<file path="config.mk">
export PLATFORM = sky130hd
export DESIGN_NAME = rx_destuff_ctrl
export DESIGN_NICKNAME = d
export VERILOG_FILES = /design/src/rtl/rx_destuff_ctrl.sv
export SDC_FILE = /design/constraint.sdc
export NUM_CORES = 1
export LEC_CHECK = 0
export BUFFER_PORTS_ARGS = -buffer_cell sky130_fd_sc_hd__buf_2
export CAP_MARGIN = 20
export CORE_UTILIZATION = 35
export CTS_CLUSTER_DIAMETER = 30
export DETAILED_ROUTE_END_ITERATION = 7
export GPL_TIMING_DRIVEN = 1
export PLACE_DENSITY = 0.62
export SYNTH_ARGS = -nofsm -noshare
export SYNTH_HDL_FRONTEND = slang
export SYNTH_SLANG_ARGS = --single-unit
</file>
<file path="constraint.sdc">
create_clock -name clock -period 3 [get_ports clock]
set_clock_uncertainty 0.15 [all_clocks]
set_input_delay 0 -clock clock [delete_from_list [all_inputs] [get_ports clock]]
set_output_delay 0 -clock clock [all_outputs]
set_load 0.05 [all_outputs]
</file>
<file path="src/rtl/rx_destuff_ctrl.sv">
// Receive-side sequencer for the CAN destuffer: strobes the destuffer at each sample
// point, evaluates its outputs one clock later and tracks frame position to find the end of stuffing.
module rx_destuff_ctrl #(
    parameter int EOF_BITS = 7,
    parameter int MAX_DLC  = 8
) (
    input  logic       clock,
    input  logic       reset,
    input  logic       sample,
    input  logic       start,
    input  logic       abort,
    input  logic       stuffr,
    input  logic       stferror,
    input  logic       inbit,
    output logic       actvrstf,
    output logic       actvrdct,
    output logic       resetdst,
    output logic       rxbit,
    output logic       bitvalid,
    output logic [6:0] bitpos,
    output logic       ide,
    output logic       rtr,
    output logic [3:0] dlc,
    output logic       busy,
    output logic       frame_done,
    output logic       stferr
);

    localparam int DIRECT_BITS = EOF_BITS + 3;
    localparam int CW = ($clog2(DIRECT_BITS + 1) > 4) ? $clog2(DIRECT_BITS + 1) : 4;
    localparam logic [3:0] DLC_CAP = 4'(MAX_DLC);
    localparam logic [CW-1:0] DCNT_LAST = CW'(DIRECT_BITS - 1);

    typedef enum logic [2:0] {IDLE, STUFF, TAIL, DIRECT, FLUSH} state_t;

    state_t        state, state_nx;
    logic          pend, pend_nx;
    logic [CW-1:0] dcnt, dcnt_nx;
    logic          actvrstf_nx, actvrdct_nx, resetdst_nx, rxbit_nx, bitvalid_nx;
    logic [6:0]    bitpos_nx;
    logic          ide_nx, rtr_nx;
    logic [3:0]    dlc_nx;
    logic          busy_nx, frame_done_nx, stferr_nx;
    logic [3:0]    dlen;
    logic [7:0]    last_idx;
    logic          dlc_slot;

    // Index of the last stuffed bit (end of CRC) from the fields latched so far
    always_comb begin
        dlen     = (dlc > DLC_CAP) ? DLC_CAP : dlc;
        last_idx = (ide ? 8'd53 : 8'd33) + (rtr ? 8'd0 : {1'b0, dlen, 3'b000});
        dlc_slot = (!ide && bitpos >= 7'd15 && bitpos <= 7'd18) ||
                   ( ide && bitpos >= 7'd35 && bitpos <= 7'd38);
    end

    always_ff @(posedge clock or negedge reset) begin
        if (!reset) state <= IDLE;
        else        state <= state_nx;
    end

    always_comb begin
        state_nx      = state;
        pend_nx       = actvrstf;
        dcnt_nx       = dcnt;
        actvrstf_nx   = 1'b0;
        actvrdct_nx   = 1'b0;
        rxbit_nx      = rxbit;
        bitvalid_nx   = 1'b0;
        bitpos_nx     = bitpos;
        ide_nx        = ide;
        rtr_nx        = rtr;
        dlc_nx        = dlc;
        frame_done_nx = 1'b0;
        stferr_nx     = 1'b0;

        if (state != IDLE && abort) begin
            state_nx = FLUSH;
            pend_nx  = 1'b0;
        end else begin
            case (state)
                IDLE: begin
                    if (start) begin
                        state_nx  = STUFF;
                        bitpos_nx = '0;
                        ide_nx    = 1'b0;
                        rtr_nx    = 1'b0;
                        dlc_nx    = '0;
                        dcnt_nx   = '0;
                    end
                end
                STUFF, TAIL, DIRECT: begin
                    if (pend) begin
                        if (state == DIRECT) begin
                            bitvalid_nx = 1'b1;
                            rxbit_nx    = inbit;
                            if (dcnt == DCNT_LAST) begin
                                state_nx      = FLUSH;
                                frame_done_nx = 1'b1;
                            end else begin
                                dcnt_nx = dcnt + 1'b1;
                            end
                        end else if (stferror) begin
                            stferr_nx = 1'b1;
                            state_nx  = FLUSH;
                        end else if (!stuffr) begin
                            bitvalid_nx = 1'b1;
                            rxbit_nx    = inbit;
                            if (state == TAIL) begin
                                dcnt_nx  = CW'(1);
                                state_nx = DIRECT;
                            end else begin
                                bitpos_nx = (bitpos == 7'd127) ? bitpos : bitpos + 7'd1;
                                if (bitpos == 7'd12) rtr_nx = inbit;
                                if (bitpos == 7'd13) ide_nx = inbit;
                                if (ide && bitpos == 7'd32) rtr_nx = inbit;
                                if (dlc_slot) dlc_nx = {dlc[2:0], inbit};
                                if ({1'b0, bitpos} == last_idx) state_nx = TAIL;
                            end
                        end
                    end else if (sample) begin
                        actvrstf_nx = 1'b1;
                        actvrdct_nx = (state == DIRECT);
                    end
                end
                FLUSH: state_nx = IDLE;
                default: state_nx = IDLE;
            endcase
        end

        resetdst_nx = !(state_nx == FLUSH || (state == IDLE && state_nx == STUFF));
        busy_nx     = (state_nx != IDLE);
    end

    always_ff @(posedge clock or negedge reset) begin
        if (!reset) begin
            pend       <= 1'b0;
            dcnt       <= '0;
            actvrstf   <= 1'b0;
            actvrdct   <= 1'b0;
            resetdst   <= 1'b1;
            rxbit      <= 1'b0;
            bitvalid   <= 1'b0;
            bitpos     <= '0;
            ide        <= 1'b0;
            rtr        <= 1'b0;
            dlc        <= '0;
            busy       <= 1'b0;
            frame_done <= 1'b0;
            stferr     <= 1'b0;
        end else begin
            pend       <= pend_nx;
            dcnt       <= dcnt_nx;
            actvrstf   <= actvrstf_nx;
            actvrdct   <= actvrdct_nx;
            resetdst   <= resetdst_nx;
            rxbit      <= rxbit_nx;
            bitvalid   <= bitvalid_nx;
            bitpos     <= bitpos_nx;
            ide        <= ide_nx;
            rtr        <= rtr_nx;
            dlc        <= dlc_nx;
            busy       <= busy_nx;
            frame_done <= frame_done_nx;
            stferr     <= stferr_nx;
        end
    end

endmodule

</file>
==> flow_metrics.env <==
export IMPL_status="complete, no violations"
export IMPL_grt_pass1_vias=1294
export IMPL_route_detailed_wl_per_inst_um=13.5
export IMPL_track_usage_pct=16.2
export IMPL_numCtsBuffers=5
export IMPL_pin_count=29
export IMPL_crit_arrival_ns=2.67
export IMPL_min_path_type="in -> async"
export IMPL_seq_area_um2=727
export IMPL_async_reset_ff_share_pct=100
export IMPL_r2r_start="rtr"
export IMPL_clock_latency_ns=0.28
export IMPL_ys_ff_latch=29
export IMPL_slowest_delay_ns=0.43
export IMPL_die_area_um2=5240
export IMPL_critPathCaptureType="flip-flop"
export IMPL_via_per_inst=5.06
export IMPL_drtAntennaViolNets=0
export IMPL_max_slew_margin_rel_pct=55.6
export IMPL_crit_top_cell="ha_1"
export IMPL_cts_max_level=2
export IMPL_wirelength_um=3910
export IMPL_synth_nets=201
export IMPL_multi_input_area_um2=925
export IMPL_grt_max_degree=30
export IMPL_gr_total_overflow=0
export IMPL_hold_violations=0
export IMPL_cp_max_fo=7
export IMPL_p_total_uw=1470
export IMPL_rows=25
export IMPL_crit_type="reg -> reg"
export IMPL_die_h_um=72.4
export IMPL_rsz0062_at_grt="false"
export IMPL_core_region_area_um2=4750
export IMPL_ys_seq_area_share_pct=41.9
export IMPL_cts_buffer_depth=2
export IMPL_p_per_area_nw_per_um2=704
export IMPL_synth_area_per_cell_um2=9.37
export IMPL_r2r_slack_ns=0.33
export IMPL_synth_cells=185
export IMPL_io_buffers=28
export IMPL_cts_root_buf="clkbuf_8"
export IMPL_maxClockFrequency_ghz=0.375
export IMPL_fillers=481
export IMPL_r2r_end="busy"
export IMPL_fin_crit_sh_pct=89.0
export IMPL_place_congestion=0.802
export IMPL_synth_cell_area_um2=1730
export IMPL_setup_tns_ns=0
export IMPL_slew_viol_final=0
export IMPL_setup_viol=0
export IMPL_drive_above_1_share_pct=19.8
export IMPL_power_leakage_uw=0.000990
export IMPL_crit_buf_inv=1
export IMPL_reg2reg_depth=9
export IMPL_route_vias_total=1462
export IMPL_clock_sinks=29
export IMPL_start_util_pct=36.5
export IMPL_period_needed_ns=2.67
export IMPL_ir_drop_v=0.000331
export IMPL_path_delay_family="simple AND/OR/NAND/NOR gates"
export IMPL_crit_chain="nor3_1 -> ha_1 -> inv_1 -> ha_1 -> xnor2_1 -> nor4_1 -> nand3_1 -> o31a_1 -> or3_1"
export IMPL_die_width_um=72.4
export IMPL_critPathSlowestCell="dfrtp_1"
export IMPL_tightest_slew_ns=0.667
export IMPL_first_pass_iters=4
export IMPL_required_ns=3.00
export IMPL_antenna_cells=0
export IMPL_cts_tree="yes"
export IMPL_critical_path_startpoint="rtr"
export IMPL_grt_antenna_before_repair=0
export IMPL_max_cap_violations=0
export IMPL_fin_nets=237
export IMPL_grt_pass1_wl_um=6420
export IMPL_clkTransAtPathRegs_ns=0.07
export IMPL_synth_ff_type="dfrtp_1"
export IMPL_route_detailed_drc=0
export IMPL_final_util_pct=43.9
export IMPL_drtIter0Drc=89
export IMPL_crit_path_start_kind="flip-flop"
export IMPL_synth_cell_types=49
export IMPL_synth_edf_count=0
export IMPL_holdWs_ns=0.137
export IMPL_cts_resized=0
export IMPL_synthToLayoutAreaGrowth_pct=20.4
export IMPL_yosys_warnings=0
export IMPL_hpwl_um=2750
area by class of cell:
cell class	count	area share, %
clock inverter	2	0.479
inverter	12	2.16
timing repair buffer	37	10.8
multi-input combinational	136	44.3
sequential	29	34.8
clock buffer	6	3.48
tap	67	4.01
sequential cells by signal, indices dropped and copies added (netlist names), 3 cells and up:
name / count
state: 3
dlc: 4
bitpos: 7
dcnt: 4
cells in the mapped netlist (all sizes together), types with 3 or more instances:
cell type   n  area share (%)
clkbuf      4            0.87
and2        3             1.1
a21oi       6             1.9
dfrtp      28              40
o31ai       4             1.7
and3b       3             1.5
ha          8             5.8
nor2b       6             2.2
nand2b      5             1.8
nand2      14             3.0
xnor2       6             3.0
o21ai      13             3.8
inv        12             2.6
mux2i       4             2.3
nand3       7             2.0
nor2       18             3.9
a211oi      3             1.3
mux2        4             2.8
buf         4             1.3
a31oi       3             1.1
stage by stage:
| stage | std cells | area, um2 | setup WS (ns) |
|---|---|---|---|
| floorplan | 185 | 1730 | 0.206 |
| global placement | 274 | 1940 | 0.443 |
| detailed placement | 274 | 1940 | 0.376 |
| CTS | 289 | 2090 | 0.328 |
| global route | 289 | 2090 | 0.164 |
| finish | 289 | 2090 | 0.331 |
cells in the final DEF, fill, tap and decap left out, types with 3 or more instances in the layout:
master	synthesis	final
a21oi_1	5	5
buf_2	3	28
nor2b_1	6	6
ha_1	8	8
nand3_1	7	7
and2_1	3	3
a31oi_1	3	3
nand2_1	14	14
xnor2_1	6	6
mux2i_1	4	4
a211oi_1	3	3
clkbuf_8	0	5
mux2_1	3	3
nor2_1	18	18
o21ai_0	8	8
and3b_1	3	3
dlygate4sd3_1	0	7
o31ai_1	4	4
dfrtp_1	28	28
o21ai_1	5	5
inv_1	12	12
nand2b_1	5	5
routing by layer:
metal  vias up  part of all wire (%)  GRT usage (%)
met3         5                   4.4           4.17
met5         -                     0              0
met2        42                    42           22.8
met1       692                    52           23.6
li1        723                     -              -
met4         0                   1.5           5.88
cell families after synthesis:
logic type / count (synthesis) / synth area share (%)
simple gates: 71 / 21.9
buf+inv: 20 / 4.76
xor+xnor: 8 / 4.04
compound gates: 41 / 16.5
mux: 8 / 5.12
flops: 29 / 41.9
fa+ha+maj: 8 / 5.77
timing repair:
| item | CTS | global route |
|---|---|---|
| hold buffers | 7 | 0 |
| hold endpoints to repair | 38 | 0 |
| buffers inserted | 0 | 0 |
where the power goes:
part | switching [uW] | total (uW) | internal, uW | leakage, uW
Combinational | 412 | 609 | 197 | 0.000553
Clock | 152 | 313 | 160 | 0.0000450
Sequential | 88.2 | 547 | 459 | 0.000393
Total | 652 | 1470 | 817 | 0.000990
worst max-delay path by stage:
stage / endpoint / slack, ns / cells after the start
2_1_floorplan: busy / 0.21 / 10
3_3_place_gp: busy / 0.44 / 9
3_5_place_dp: busy / 0.38 / 9
4_1_cts: busy / 0.33 / 9
5_1_grt: busy / 0.16 / 9
6_report: busy / 0.33 / 9
Note: power is estimated with default switching activity, not from simulation.
